## config.mk

```make
export PLATFORM = sky130hd
export DESIGN_NAME = i2s_rx_bram_capture
export DESIGN_NICKNAME = d
export VERILOG_FILES = /design/src/rtl/i2s_rx_bram_capture.sv
export SDC_FILE = /design/constraint.sdc
export NUM_CORES = 1
export LEC_CHECK = 0
export BUFFER_PORTS_ARGS = -buffer_cell sky130_fd_sc_hd__buf_2
export CORE_MARGIN = 2
export CORE_UTILIZATION = 45
export DETAILED_ROUTE_END_ITERATION = 8
export GPL_TIMING_DRIVEN = 0
export PLACE_DENSITY = 0.69
export SLEW_MARGIN = 20
export SYNTH_ARGS = -nofsm -noshare
export SYNTH_HDL_FRONTEND = slang
export SYNTH_SLANG_ARGS = --single-unit
```

## constraint.sdc

```tcl
create_clock -name clk -period 3 [get_ports clk]
set_input_delay 0.45 -clock clk [delete_from_list [all_inputs] [get_ports clk]]
set_output_delay 0.45 -clock clk [all_outputs]
set_load 0.03 [all_outputs]
```

## src/rtl/i2s_rx_bram_capture.sv

```systemverilog
// I2S record-path capture: deserializes one selected channel and writes CLIP_LEN
// sign-extended samples into BRAM, one 32-bit word per sample at consecutive addresses.
module i2s_rx_bram_capture #(
  parameter int unsigned SAMPLE_BITS    = 16,
  parameter int unsigned CLIP_LEN       = 64,
  parameter int unsigned ADDR_INCREMENT = 4,
  parameter int unsigned CHANNEL        = 0
) (
  input  logic        clk,
  input  logic        rst,
  input  logic        start,
  output logic        busy,
  output logic        done,
  output logic [15:0] sample_count,
  input  logic        i2s_bclk,
  input  logic        i2s_lrc,
  input  logic        i2s_recdat,
  output logic [31:0] BRAM_addr,
  output logic        BRAM_clk,
  output logic [31:0] BRAM_din,
  output logic        BRAM_en,
  output logic        BRAM_rst,
  output logic [3:0]  BRAM_we
);

  localparam int unsigned    CntW     = $clog2(SAMPLE_BITS + 1);
  localparam logic [CntW-1:0] CntFull = CntW'(SAMPLE_BITS);
  localparam logic [CntW-1:0] CntLast = CntW'(SAMPLE_BITS - 1);
  localparam logic           ChanLrc  = (CHANNEL != 0);

  typedef enum logic [2:0] {StIdle, StArm, StCapture, StWrite, StDone} state_e;

  state_e                 state_q, state_d;
  logic [2:0]             bclk_q, bclk_d;
  logic [1:0]             lrc_q, lrc_d;
  logic [1:0]             recdat_q, recdat_d;
  logic                   lrc_prev_q, lrc_prev_d;
  logic                   slot_lrc_q, slot_lrc_d;
  logic [CntW-1:0]        bit_cnt_q, bit_cnt_d;
  // Only the older SAMPLE_BITS-1 bits are held; the LSB joins them on completion.
  logic [SAMPLE_BITS-2:0] shift_q, shift_d;
  logic                   start_q, start_d;
  logic [15:0]            count_q, count_d;
  logic [31:0]            addr_q, addr_d;
  logic [31:0]            din_q, din_d;
  logic                   en_q, en_d;
  logic [3:0]             we_q, we_d;
  logic                   bram_rst_q, bram_rst_d;

  logic                   bre;
  logic                   lrc_s;
  logic                   boundary;
  logic                   shifting;
  logic                   sample_done;
  logic                   start_edge;
  logic [SAMPLE_BITS-1:0] shift_next;

  // Synchronizers, bit-clock edge detect and slot tracking.
  always_comb begin
    bclk_d   = {bclk_q[1:0], i2s_bclk};
    lrc_d    = {lrc_q[0], i2s_lrc};
    recdat_d = {recdat_q[0], i2s_recdat};

    bre         = bclk_q[1] & ~bclk_q[2];
    lrc_s       = lrc_q[1];
    boundary    = bre && (lrc_s != lrc_prev_q);
    shifting    = bre && (bit_cnt_q != CntFull);
    // The bit on the boundary bre still belongs to the slot being left.
    sample_done = shifting && (bit_cnt_q == CntLast) && (slot_lrc_q == ChanLrc);
    shift_next  = {shift_q, recdat_q[1]};

    lrc_prev_d = bre ? lrc_s : lrc_prev_q;
    slot_lrc_d = boundary ? lrc_s : slot_lrc_q;
    shift_d    = shifting ? shift_next[SAMPLE_BITS-2:0] : shift_q;
    bit_cnt_d  = bit_cnt_q;
    if (shifting) bit_cnt_d = bit_cnt_q + CntW'(1);
    if (boundary) bit_cnt_d = '0;

    start_d    = start;
    start_edge = start & ~start_q;
    bram_rst_d = 1'b0;
  end

  always_comb begin
    state_d = state_q;
    count_d = count_q;
    addr_d  = addr_q;
    din_d   = din_q;
    en_d    = 1'b0;
    we_d    = 4'h0;
    unique case (state_q)
      StIdle, StDone: begin
        if (start_edge) begin
          state_d = StArm;
          count_d = '0;
        end
      end
      StArm: begin
        if (boundary && (lrc_s == ChanLrc)) state_d = StCapture;
      end
      StCapture: begin
        if (sample_done) begin
          state_d = StWrite;
          en_d    = 1'b1;
          we_d    = 4'hF;
          addr_d  = 32'(count_q) * 32'(ADDR_INCREMENT);
          din_d   = 32'($signed(shift_next));
        end
      end
      StWrite: begin
        count_d = count_q + 16'd1;
        state_d = (count_d == 16'(CLIP_LEN)) ? StDone : StCapture;
      end
      default: state_d = StIdle;
    endcase
  end

  always_ff @(posedge clk or posedge rst) begin
    if (rst) begin
      state_q    <= StIdle;
      bclk_q     <= '0;
      lrc_q      <= '0;
      recdat_q   <= '0;
      lrc_prev_q <= 1'b0;
      slot_lrc_q <= 1'b0;
      bit_cnt_q  <= CntFull;
      shift_q    <= '0;
      start_q    <= 1'b0;
      count_q    <= '0;
      addr_q     <= '0;
      din_q      <= '0;
      en_q       <= 1'b0;
      we_q       <= 4'h0;
      bram_rst_q <= 1'b1;
    end else begin
      state_q    <= state_d;
      bclk_q     <= bclk_d;
      lrc_q      <= lrc_d;
      recdat_q   <= recdat_d;
      lrc_prev_q <= lrc_prev_d;
      slot_lrc_q <= slot_lrc_d;
      bit_cnt_q  <= bit_cnt_d;
      shift_q    <= shift_d;
      start_q    <= start_d;
      count_q    <= count_d;
      addr_q     <= addr_d;
      din_q      <= din_d;
      en_q       <= en_d;
      we_q       <= we_d;
      bram_rst_q <= bram_rst_d;
    end
  end

  assign busy         = (state_q == StArm) || (state_q == StCapture) || (state_q == StWrite);
  assign done         = (state_q == StDone);
  assign sample_count = count_q;
  assign BRAM_addr    = addr_q;
  assign BRAM_clk     = clk;
  assign BRAM_din     = din_q;
  assign BRAM_en      = en_q;
  assign BRAM_rst     = bram_rst_q;
  assign BRAM_we      = we_q;

endmodule

```

==> flow_results.xml, run 1 <==
<?xml version="1.0" encoding="UTF-8"?>
<metrics>
  <group name="finish">
    <metric name="final_cell_area" unit="µm²">4840</metric>
    <metric name="fin_nets" unit="">454</metric>
    <metric name="antenna-diode-count" unit="">0</metric>
    <metric name="post_route_cells_drive_above_1_share" unit="%">45.1</metric>
    <metric name="area_growth" unit="%">22.9</metric>
  </group>
  <group name="drt">
    <metric name="drt-met1-wl" unit="µm">3440</metric>
    <metric name="drt_iter0_markers" unit="">71</metric>
    <metric name="topRoutingLayerUsed" unit="">met4</metric>
    <metric name="avgViaCountPerCell" unit="">4.95</metric>
    <metric name="route.met2.wl" unit="µm">3660</metric>
    <metric name="wirelength" unit="µm">7640</metric>
    <metric name="num_vias" unit="">2752</metric>
    <metric name="drtAntennaViolNets" unit="">0</metric>
    <metric name="drc_errors" unit="">0</metric>
    <metric name="route.met3.wl" unit="µm">432</metric>
    <metric name="drt_first_pass_iters" unit="">4</metric>
    <metric name="post_drt_wl_per_cell" unit="µm">13.7</metric>
  </group>
  <group name="clock_network">
    <metric name="clk-insertion-delay-late" unit="ns">0.45</metric>
    <metric name="tritoncts" unit="">built</metric>
    <metric name="clkSlewWorstSetupHoldPaths" unit="ns">0.09</metric>
    <metric name="cts_setup_buffers" unit="">0</metric>
    <metric name="hold_buf_count_cts" unit="">0</metric>
    <metric name="cts_resized" unit="">0</metric>
  </group>
  <group name="power_and_ir_drop">
    <metric name="pwr-share-seq" unit="%">42.9</metric>
    <metric name="clkPwrFrac" unit="%">33.7</metric>
    <metric name="net-switching-power" unit="mW">1.16</metric>
    <metric name="combPwrFrac" unit="%">23.4</metric>
    <metric name="cellPowerDensity" unit="nW/µm²">717</metric>
    <metric name="max-vdd-ir-drop" unit="V">0.000520</metric>
    <metric name="internal-power" unit="mW">2.31</metric>
    <metric name="power.leakage" unit="nW">2.56</metric>
    <metric name="switching_share" unit="%">33.4</metric>
  </group>
  <group name="run">
    <metric name="max_cap_viol_count" unit="">0</metric>
  </group>
  <group name="setup_path">
    <metric name="crit_path_max_fanout" unit="">9</metric>
    <metric name="cp_data_arrival_time" unit="ns">2.83</metric>
    <metric name="critical_path_class" unit="">flop to flop</metric>
    <metric name="worst-endpoint-required" unit="ns">3.34</metric>
    <metric name="crit_path_start_kind" unit="">flop</metric>
    <metric name="cp-end-kind" unit="">flop</metric>
  </group>
  <group name="timing">
    <metric name="finalHoldViolations" unit="">0</metric>
    <metric name="finalSetupViolations" unit="">0</metric>
    <metric name="drv_slew" unit="">0</metric>
    <metric name="fin_worst_hold_slack" unit="ns">0.0688</metric>
    <metric name="worst_pin_slew" unit="ns">0.601</metric>
    <metric name="final.setup.tns" unit="ns">0</metric>
    <metric name="tcrit_tclk_final" unit="%">83.0</metric>
    <metric name="layout_min_cycle_time" unit="ns">2.49</metric>
    <metric name="maxSlewHeadroom" unit="%">60.0</metric>
    <metric name="rsz0062_at_grt" unit="">false</metric>
    <metric name="timing.fmax" unit="GHz">0.401</metric>
    <metric name="timing.clock.skew" unit="ns">0.00769</metric>
  </group>
  <group name="synth">
    <metric name="synth-edff-count" unit="">0</metric>
    <metric name="synth.yosys.seq_area_share" unit="%">52.8</metric>
    <metric name="synth.cell_area" unit="µm²">3940</metric>
    <metric name="netlist_instances" unit="">334</metric>
    <metric name="ys_seq_elements" unit="">83</metric>
    <metric name="netlist-cell-type-count" unit="">47</metric>
    <metric name="synth.top_cell.area_share" unit="%">51.5</metric>
    <metric name="dominantRegCellSynth" unit="">sky130_fd_sc_hd__dfrtp_1</metric>
    <metric name="yosysWarningCount" unit="">0</metric>
    <metric name="synth.top_cells.by_area" unit="">sky130_fd_sc_hd__dfrtp_1 51%, sky130_fd_sc_hd__mux2_2 13%, sky130_fd_sc_hd__buf_4 7.8%, sky130_fd_sc_hd__xnor2_1 2.4%, sky130_fd_sc_hd__o21ai_0 2.4%</metric>
    <metric name="synth_area_leader_cell" unit="">sky130_fd_sc_hd__dfrtp_1</metric>
    <metric name="synth-async-reset-ratio" unit="%">100</metric>
    <metric name="synth.avg_cell_area" unit="µm²">11.8</metric>
  </group>
  <group name="floorplan">
    <metric name="die_area" unit="µm²">9510</metric>
    <metric name="ios" unit="">95</metric>
    <metric name="starting_density" unit="%">45.8</metric>
    <metric name="die_h" unit="µm">97.5</metric>
    <metric name="coreArea" unit="µm²">8590</metric>
    <metric name="rows" unit="">34</metric>
    <metric name="die_w" unit="µm">97.5</metric>
  </group>
  <group name="global_routing">
    <metric name="grt_max_degree" unit="">48</metric>
    <metric name="number_of_antenna_violations_at_the_first_check_in_global_routing" unit="">0</metric>
    <metric name="grt_pass1_vias" unit="">2673</metric>
    <metric name="gr-usage-all-layers" unit="%">17.0</metric>
    <metric name="globalRoute.totalOverflow" unit="">0</metric>
    <metric name="grt_first_pass_wirelength" unit="µm">13200</metric>
  </group>
  <group name="outcome">
    <metric name="outcome" unit="">completed</metric>
  </group>
  <group name="place">
    <metric name="final_hpwl_dp" unit="µm">5360</metric>
    <metric name="place.port_buffers" unit="">78</metric>
    <metric name="post_dp_cell_area" unit="µm²">4540</metric>
    <metric name="routabilityCongestion" unit="">0.882</metric>
  </group>
  <group name="min_path">
    <metric name="hold_class" unit="">input port to async pin</metric>
  </group>
</metrics>
stage by stage:
stage / setup slack [ns] / std cells / power [mW] / utilization, %
final: 0.509 / 556 / 3.47 / 56.3
after global routing: 0.293 / 556 / 3.69 / 56.3
after CTS: 0.518 / 556 / 3.51 / 56.3
after detailed placement: 0.541 / 537 / 2.39 / 52.9
after global placement: -0.516 / 536 / 2.35 / 52.6
after floorplan: 0.417 / 350 / 2.15 / -
cell usage in the layout, fill, tap and decap left out, types with 6 or more instances in the layout:
master and n:
sky130_fd_sc_hd__mux2_2 45, sky130_fd_sc_hd__nand2_1 19, sky130_fd_sc_hd__nand3_1 8, sky130_fd_sc_hd__clkbuf_8 12, sky130_fd_sc_hd__conb_1 17, sky130_fd_sc_hd__nor2_1 22
sky130_fd_sc_hd__o21ai_0 19, sky130_fd_sc_hd__xnor2_1 11, sky130_fd_sc_hd__dfrtp_1 81, sky130_fd_sc_hd__buf_2 81, sky130_fd_sc_hd__buf_4 41, sky130_fd_sc_hd__clkbuf_1 6
layer usage:
metal	track usage, %	vias to the layer above
met4	6.41	0
li1	-	1317
met2	26.5	72
met1	23.0	1356
met5	0	-
met3	4.46	7
power groups by stage:
stage | registers, mW | clock network [mW] | logic, mW
finish | 1.49 | 1.17 | 0.811
floorplan | 1.54 | 0.0499 | 0.564
global route | 1.53 | 1.26 | 0.906
detailed placement | 1.51 | 0.0599 | 0.813
global placement | 1.50 | 0.0599 | 0.790
CTS | 1.49 | 1.20 | 0.816
layout make-up:
class	count	area, µm²
fill	775	3750
clock buffer	13	170
clock inverter	7	130
sequential	83	2080
multi-input combinational	207	1520
timing repair buffer	78	405
inverter	6	25.0
buffer	54	375
tap	108	135
critical path, cell delays in order, from the launching register on:
cell and delay (ns):
sky130_fd_sc_hd__dfrtp_1 0.52, sky130_fd_sc_hd__nand3_1 0.32, sky130_fd_sc_hd__or3_1 0.52, sky130_fd_sc_hd__xnor2_1 0.15
sky130_fd_sc_hd__or4_4 0.53, sky130_fd_sc_hd__o41ai_2 0.23, sky130_fd_sc_hd__a21oi_1 0.11
flip-flops by register name (all words and copies together) (netlist names), 2 cells and up:
register / count
lrc_q: 2
bclk_q: 3
state_q: 3
shift_q: 15
BRAM_din: 16
recdat_q: 2
bit_cnt_q: 5
BRAM_addr: 16
sample_count: 16
cells in the mapped netlist (all sizes together) (4+ instances only):
cell type / count
ha: 5
o21ai: 19
xnor2: 11
nor2: 22
inv: 6
nand2: 19
nor3: 5
xor2: 4
buf: 48
o31ai: 4
clkbuf: 6
mux2: 49
nand2b: 4
a21oi: 4
dfrtp: 81
nand4: 5
nand3: 8
path summary, 6_finish.rpt:
kind | startpoint | to | slack (ns) | depth (start not counted)
hold reg to reg | bclk_q[0]$_DFF_PP0_ | bclk_q[1]$_DFF_PP0_ | 0.35 | 0
max in group asynchronous | rst | BRAM_din[6]$_DFFE_PP0P_ | 2.34 | 3
setup reg to reg | sample_count[0]$_DFFE_PP0P_ | state_q[1]$_DFFE_PP0P_ | 0.51 | 6
min in group clk | i2s_recdat | recdat_q[0]$_DFF_PP0_ | 0.09 | 1
setup / recovery | sample_count[0]$_DFFE_PP0P_ | state_q[1]$_DFFE_PP0P_ | 0.51 | 6
hold / removal | rst | BRAM_addr[15]$_DFFE_PP0P_ | 0.07 | 2
cells by family (layout without fill, tap and decap cells):
logic type	count (synthesis)	after routing	synth area share, %
multiplexers	50	50	14.3
flip-flops	83	83	52.8
AND/OR/NAND/NOR	80	80	10.8
buffers and inverters	60	158	10.1
other	1	17	0.0953
XOR/XNOR	15	15	3.34
AO/OA/AOI/OAI	40	40	6.99
adder cells (fa/ha/maj)	5	5	1.59
(Power assumes the default switching activity.)
==> run 2, diff against run 1 <==
clock period = 2.3 ns   (was 3 ns; I/O delays follow)
==> run 2 against run 1 <==
Critical path depth unchanged. Setup slack lost 0.41 ns. Register-to-register slack got worse by 0.41 ns. Fmax increased by 13%.
==> flow_results.xml, run 2 (synthesized netlist as in run 1, its figures left out) <==
<?xml version="1.0" encoding="UTF-8"?>
<metrics>
  <group name="outcome">
    <metric name="outcome" unit="">completed</metric>
  </group>
  <group name="clock_network">
    <metric name="clk-insertion-delay-late" unit="ns">0.45</metric>
    <metric name="tritoncts" unit="">built</metric>
    <metric name="clkSlewWorstSetupHoldPaths" unit="ns">0.08</metric>
  </group>
  <group name="drt">
    <metric name="topRoutingLayerUsed" unit="">met4</metric>
    <metric name="drt_first_pass_iters" unit="">4</metric>
    <metric name="drc_errors" unit="">0</metric>
    <metric name="route.met3.wl" unit="µm">407</metric>
    <metric name="drt_iter0_markers" unit="">110</metric>
    <metric name="route.met2.wl" unit="µm">3610</metric>
    <metric name="wirelength" unit="µm">7680</metric>
    <metric name="drt-met1-wl" unit="µm">3510</metric>
    <metric name="drtAntennaViolNets" unit="">0</metric>
    <metric name="post_drt_wl_per_cell" unit="µm">13.7</metric>
    <metric name="avgViaCountPerCell" unit="">4.87</metric>
    <metric name="num_vias" unit="">2735</metric>
  </group>
  <group name="global_routing">
    <metric name="number_of_antenna_violations_at_the_first_check_in_global_routing" unit="">0</metric>
    <metric name="grt_first_pass_wirelength" unit="µm">13000</metric>
    <metric name="grt_pass1_vias" unit="">2666</metric>
    <metric name="globalRoute.totalOverflow" unit="">0</metric>
    <metric name="grt_max_degree" unit="">30</metric>
    <metric name="gr-usage-all-layers" unit="%">17.1</metric>
  </group>
  <group name="floorplan">
    <metric name="die_area" unit="µm²">9510</metric>
    <metric name="die_w" unit="µm">97.5</metric>
    <metric name="coreArea" unit="µm²">8590</metric>
    <metric name="rows" unit="">34</metric>
    <metric name="die_h" unit="µm">97.5</metric>
    <metric name="starting_density" unit="%">45.8</metric>
    <metric name="ios" unit="">95</metric>
  </group>
  <group name="finish">
    <metric name="post_route_cells_drive_above_1_share" unit="%">46.9</metric>
    <metric name="most_used_cells_in_the_layout_excluding_fill_and_tap_cells" unit="">79 x sky130_fd_sc_hd__buf_2, 75 x sky130_fd_sc_hd__dfrtp_1, 45 x sky130_fd_sc_hd__mux2_2</metric>
    <metric name="area_growth" unit="%">25.0</metric>
    <metric name="multiInputGateArea" unit="µm²">1570</metric>
    <metric name="fin_nets" unit="">460</metric>
    <metric name="final_common_cell" unit="">sky130_fd_sc_hd__buf_2</metric>
    <metric name="fin_util" unit="%">57.3</metric>
    <metric name="antenna-diode-count" unit="">0</metric>
    <metric name="final-seq-area" unit="µm²">2090</metric>
    <metric name="layout.filler_cells" unit="">729</metric>
  </group>
  <group name="setup_path">
    <metric name="cp_slowest_stage_delay" unit="ns">0.53</metric>
    <metric name="worst-endpoint-required" unit="ns">2.63</metric>
    <metric name="crit_path_max_fanout" unit="">9</metric>
    <metric name="cp-end-kind" unit="">flop</metric>
    <metric name="critical_path_cell_sequence" unit="">nand3_4 -&gt; or3_4 -&gt; xnor2_1 -&gt; or4_4 -&gt; o41ai_2 -&gt; a21oi_1</metric>
    <metric name="crit_path_start_kind" unit="">flop</metric>
    <metric name="cp_data_arrival_time" unit="ns">2.54</metric>
    <metric name="critical_path.slowest_cell" unit="">sky130_fd_sc_hd__or4_4</metric>
    <metric name="critical_path_class" unit="">flop to flop</metric>
  </group>
  <group name="place">
    <metric name="place.port_buffers" unit="">78</metric>
    <metric name="final_hpwl_dp" unit="µm">5390</metric>
    <metric name="routabilityCongestion" unit="">0.850</metric>
  </group>
  <group name="power_and_ir_drop">
    <metric name="max-vdd-ir-drop" unit="V">0.000594</metric>
    <metric name="report.power.total" unit="mW">4.29</metric>
    <metric name="cellPowerDensity" unit="nW/µm²">871</metric>
    <metric name="power.leakage" unit="nW">2.56</metric>
  </group>
  <group name="timing">
    <metric name="layout_min_cycle_time" unit="ns">2.21</metric>
    <metric name="timing.fmax" unit="GHz">0.453</metric>
    <metric name="rsz0062_at_grt" unit="">true</metric>
    <metric name="worst_pin_slew" unit="ns">0.647</metric>
    <metric name="drv_slew" unit="">0</metric>
    <metric name="tcrit_tclk_final" unit="%">95.9</metric>
    <metric name="maxSlewHeadroom" unit="%">56.8</metric>
    <metric name="timing.clock.skew" unit="ns">0.00713</metric>
    <metric name="fin_worst_hold_slack" unit="ns">0.353</metric>
    <metric name="finalHoldViolations" unit="">0</metric>
    <metric name="finalSetupViolations" unit="">0</metric>
  </group>
  <group name="run">
    <metric name="max_cap_viol_count" unit="">0</metric>
  </group>
  <group name="min_path">
    <metric name="hold_class" unit="">flop to flop</metric>
  </group>
</metrics>
==> run 2: changes by cell type in the layout (fill, tap and decap cells not counted), moves of 2 or more <==
cell                            delta
sky130_fd_sc_hd__clkinvlp_4        +3
sky130_fd_sc_hd__bufinv_16         -2
sky130_fd_sc_hd__dfrtp_2           +6
sky130_fd_sc_hd__dfrtp_1           -6
sky130_fd_sc_hd__dlygate4sd3_1     +5
sky130_fd_sc_hd__inv_8             -2
sky130_fd_sc_hd__buf_2             -2
sky130_fd_sc_hd__buf_4             +2
==> run 2: metrics by stage <==
step,instances,instance area (µm²),TNS [ns],worst slack [ns]
6_report,562,4920,0,0.0944
5_1_grt,562,4920,-0.00773,-0.00773
4_1_cts,562,4880,0,0.00280
3_5_place_dp,538,4570,-0.102,-0.0628
3_3_place_gp,536,4530,-0.0440,-0.0406
2_1_floorplan,350,4010,0,0.0183
==> run 2: cell type report <==
cell class                 instances  share of cell area [%]
clock buffer                      15                    3.61
clock inverter                     5                    1.27
buffer                            53                    7.65
timing repair buffer              85                    9.81
tap                              108                    2.75
multi-input combinational        207                    32.0
sequential                        83                    42.4
inverter                           6                   0.534
==> run 2: repair_timing <==
item | in CTS | in global routing
hold endpoints to repair | 30 | 0
endpoints found under the setup margin | 2 | 41
setup buffers | 0 | 1
pin swaps | 0 | 3
gates resized for setup | 4 | 10
hold buffers | 5 | 0
==> run 2: worst max-delay path, delay by kind of cell, from the launching register on <==
family | cells | cell delay, ns
flip-flops | 1 | 0.51
XOR/XNOR | 1 | 0.13
AO/OA/AOI/OAI | 2 | 0.31
AND/OR/NAND/NOR | 3 | 1.14
==> run 2: power by group <==
part | total (mW) | switching [mW] | internal (mW)
Combinational | 1.08 | 0.641 | 0.443
Clock | 1.25 | 0.594 | 0.652
Sequential | 1.96 | 0.251 | 1.71
Total | 4.29 | 1.49 | 2.80
==> run 2: final timing paths <==
path,startpoint,end,slack (ns),cells after the start
min in group asynchronous,rst,bit_cnt_q[1]$_DFFE_PP0P_,0.52,3
hold / removal,recdat_q[0]$_DFF_PP0_,recdat_q[1]$_DFF_PP0_,0.35,0
max in group asynchronous,rst,BRAM_din[15]$_DFFE_PP0P_,1.02,5
setup reg to reg,sample_count[0]$_DFFE_PP0P_,state_q[1]$_DFFE_PP0P_,0.09,6
hold reg to reg,recdat_q[0]$_DFF_PP0_,recdat_q[1]$_DFF_PP0_,0.35,0
setup / recovery,sample_count[0]$_DFFE_PP0P_,state_q[1]$_DFFE_PP0P_,0.09,6
==> run 2: per-layer routing <==
| metal | up-vias | global-route usage [%] |
|---|---|---|
| li1 | 1334 | - |
| met2 | 69 | 26.6 |
| met3 | 11 | 3.96 |
| met1 | 1321 | 22.5 |
| met5 | - | 0 |
| met4 | 0 | 8.23 |
==> run 3, diff against run 2 <==
ABC_AREA = 1   (was default)
HOLD_SLACK_MARGIN = 0.08   (was default)
PLACE_DENSITY = 0.72   (was 0.69)
==> run 3 against run 2 <==
Global-route usage increased by 2.4 points. Routed wire length increased by 10%. Clock power decreased by 6%. Synthesized cell count increased by 35%. Sequential share of layout area increased by 0.85 points. Non-clock buffer count decreased by 6. Critical path depth decreased by 2. Register-to-register slack improved by 0.29 ns. Via count increased by 19%. Largest power group unchanged.
==> flow_results.xml, run 3 <==
<?xml version="1.0" encoding="UTF-8"?>
<metrics>
  <group name="synth">
    <metric name="synth_area_leader_cell" unit="">sky130_fd_sc_hd__dfrtp_1</metric>
    <metric name="yosysWarningCount" unit="">0</metric>
    <metric name="ys_seq_elements" unit="">83</metric>
    <metric name="netlist_instances" unit="">450</metric>
    <metric name="synth-async-reset-ratio" unit="%">100</metric>
    <metric name="synthTopCellsByCount" unit="">116 x sky130_fd_sc_hd__nand2_1, 81 x sky130_fd_sc_hd__dfrtp_1, 54 x sky130_fd_sc_hd__inv_1</metric>
    <metric name="synth.cell_area" unit="µm²">3880</metric>
    <metric name="dominantRegCellSynth" unit="">sky130_fd_sc_hd__dfrtp_1</metric>
    <metric name="synth.yosys.seq_area_share" unit="%">53.6</metric>
    <metric name="synth.avg_cell_area" unit="µm²">8.62</metric>
    <metric name="netlist-cell-type-count" unit="">28</metric>
    <metric name="synth.top_cell.area_share" unit="%">52.2</metric>
    <metric name="synth-edff-count" unit="">0</metric>
    <metric name="synth.top_cells.by_area" unit="">sky130_fd_sc_hd__dfrtp_1 52%, sky130_fd_sc_hd__nand2_1 11%, sky130_fd_sc_hd__buf_4 7.5%, sky130_fd_sc_hd__inv_1 5.2%, sky130_fd_sc_hd__o21ai_1 4.5%</metric>
    <metric name="synthMostInstantiatedCell" unit="">sky130_fd_sc_hd__nand2_1</metric>
  </group>
  <group name="floorplan">
    <metric name="die_h" unit="µm">96.9</metric>
    <metric name="ios" unit="">95</metric>
    <metric name="starting_density" unit="%">46.8</metric>
    <metric name="die_area" unit="µm²">9380</metric>
    <metric name="rows" unit="">33</metric>
    <metric name="die_w" unit="µm">96.9</metric>
    <metric name="coreArea" unit="µm²">8300</metric>
  </group>
  <group name="drt">
    <metric name="avgViaCountPerCell" unit="">4.80</metric>
    <metric name="post_drt_wl_per_cell" unit="µm">12.6</metric>
    <metric name="num_vias" unit="">3243</metric>
    <metric name="drt_iter0_markers" unit="">183</metric>
    <metric name="drt_first_pass_iters" unit="">4</metric>
    <metric name="drc_errors" unit="">0</metric>
    <metric name="drtAntennaViolNets" unit="">0</metric>
    <metric name="wirelength" unit="µm">8480</metric>
  </group>
  <group name="power_and_ir_drop">
    <metric name="max-vdd-ir-drop" unit="V">0.000673</metric>
    <metric name="power.leakage" unit="nW">2.51</metric>
    <metric name="cellPowerDensity" unit="nW/µm²">921</metric>
  </group>
  <group name="setup_path">
    <metric name="critical_path_class" unit="">clock port to output port</metric>
    <metric name="worst-endpoint-required" unit="ns">1.96</metric>
    <metric name="crit_path_max_fanout" unit="">2</metric>
    <metric name="cp_data_arrival_time" unit="ns">1.65</metric>
    <metric name="crit_path_start_kind" unit="">clock port</metric>
    <metric name="cp-end-kind" unit="">output port</metric>
  </group>
  <group name="outcome">
    <metric name="outcome" unit="">completed</metric>
  </group>
  <group name="timing">
    <metric name="finalHoldViolations" unit="">0</metric>
    <metric name="final.setup.tns" unit="ns">0</metric>
    <metric name="rsz0062_at_grt" unit="">false</metric>
    <metric name="drv_slew" unit="">0</metric>
    <metric name="timing.clock.skew" unit="ns">0.0137</metric>
    <metric name="finalSetupViolations" unit="">0</metric>
    <metric name="final_critical_path_setup_slack" unit="ns">0.303</metric>
  </group>
  <group name="place">
    <metric name="place.port_buffers" unit="">78</metric>
    <metric name="dp_slack" unit="ns">0.424</metric>
    <metric name="final_hpwl_dp" unit="µm">6250</metric>
    <metric name="routabilityCongestion" unit="">0.854</metric>
  </group>
  <group name="global_routing">
    <metric name="grt_pass1_vias" unit="">3096</metric>
    <metric name="number_of_antenna_violations_at_the_first_check_in_global_routing" unit="">0</metric>
    <metric name="grt_first_pass_wirelength" unit="µm">14500</metric>
    <metric name="grt_max_degree" unit="">27</metric>
    <metric name="gr-usage-all-layers" unit="%">19.5</metric>
    <metric name="globalRoute.totalOverflow" unit="">0</metric>
  </group>
  <group name="clock_network">
    <metric name="hold_buf_count_cts" unit="">5</metric>
    <metric name="tritoncts" unit="">built</metric>
    <metric name="clk-insertion-delay-late" unit="ns">0.48</metric>
    <metric name="clkSlewWorstSetupHoldPaths" unit="ns">0.08</metric>
    <metric name="cts_resized" unit="">0</metric>
    <metric name="cts_setup_buffers" unit="">0</metric>
  </group>
  <group name="finish">
    <metric name="final_common_cell" unit="">sky130_fd_sc_hd__nand2_1</metric>
    <metric name="area_growth" unit="%">23.9</metric>
    <metric name="post_route_cells_drive_above_1_share" unit="%">28.8</metric>
    <metric name="antenna-diode-count" unit="">0</metric>
    <metric name="fin_nets" unit="">577</metric>
    <metric name="most_used_cells_in_the_layout_excluding_fill_and_tap_cells" unit="">116 x sky130_fd_sc_hd__nand2_1, 83 x sky130_fd_sc_hd__buf_2, 81 x sky130_fd_sc_hd__dfrtp_1</metric>
  </group>
  <group name="min_path">
    <metric name="hold_class" unit="">flop to flop</metric>
  </group>
  <group name="run">
    <metric name="max_cap_viol_count" unit="">0</metric>
  </group>
</metrics>
[run 3: cell count changes in the layout (fill, tap and decap cells not counted), sizes merged, moves of 8 or more]
| cell | delta |
|---|---|
| o22ai | +8 |
| nand2 | +100 |
| xnor2 | -11 |
| inv | +53 |
| nand3 | +8 |
| o21ai | +46 |
| mux2 | -49 |
[run 3: power by group]
| group | internal [mW] | switching [mW] | leakage (nW) | total (mW) |
|---|---|---|---|---|
| Clock | 0.569 | 0.607 | 0.120 | 1.18 |
| Combinational | 0.397 | 0.954 | 1.28 | 1.35 |
| Sequential | 1.67 | 0.231 | 1.11 | 1.90 |
[run 3: final timing paths]
| path | startpoint | endpoint | slack, ns | cells past startpoint |
|---|---|---|---|---|
| max | clk | BRAM_clk | 0.30 | 4 |
| min | lrc_q[0]$_DFF_PP0_ | lrc_q[1]$_DFF_PP0_ | 0.35 | 0 |
| max reg2reg | sample_count[0]$_DFFE_PP0P_ | state_q[1]$_DFFE_PP0P_ | 0.38 | 12 |
| min reg2reg | lrc_q[0]$_DFF_PP0_ | lrc_q[1]$_DFF_PP0_ | 0.35 | 0 |
| max in group asynchronous | rst | sample_count[8]$_DFFE_PP0P_ | 1.03 | 6 |
| min in group asynchronous | rst | lrc_q[0]$_DFF_PP0_ | 0.43 | 3 |
[run 3: final cells by class]
| class | instances | area (µm²) |
|---|---|---|
| Multi-Input combinational cell | 277 | 1310 |
| Timing Repair Buffer | 85 | 510 |
| Buffer | 47 | 329 |
| Fill cell | 771 | 3490 |
| Sequential cell | 83 | 2080 |
| Clock inverter | 4 | 35.0 |
| Tap cell | 105 | 131 |
| Clock buffer | 15 | 188 |
| Inverter | 59 | 225 |
[run 3: routing by layer]
metal  vias to the layer above  routed length [µm]  GRT usage (%)
li1                       1619                   -              -
met1                      1508                3620           24.4
met2                        99                4110           30.8
met3                        17                 508           4.91
met4                         0                 238           11.1
met5                         -                   0              0
[run 3: cells by family after synthesis]
logic type | synth area share [%]
compound gates | 10.6
fa+ha+maj | 1.61
buf+inv | 14.2
flops | 53.6
other cells | 0.0967
simple gates | 19.9
[run 3: critical path, stage by stage]
cell,delay (ns)
sky130_fd_sc_hd__clkbuf_8,0.11
sky130_fd_sc_hd__clkbuf_8,0.12
sky130_fd_sc_hd__buf_4,0.11
sky130_fd_sc_hd__buf_2,0.16
[run 3: per-stage QoR]
step                instance area [µm²]  total power [mW]  std cells  utilization, %  hold slack [ns]
finish                             4810              4.43        675            57.9            0.354
global route                       4810              4.72        675            57.9            0.363
global placement                   4470              3.29        649            53.8            0.334
detailed placement                 4540              3.34        652            54.7            0.337
CTS                                4810              4.46        675            57.9            0.357
floorplan                          3940              2.93        466               -            0.331
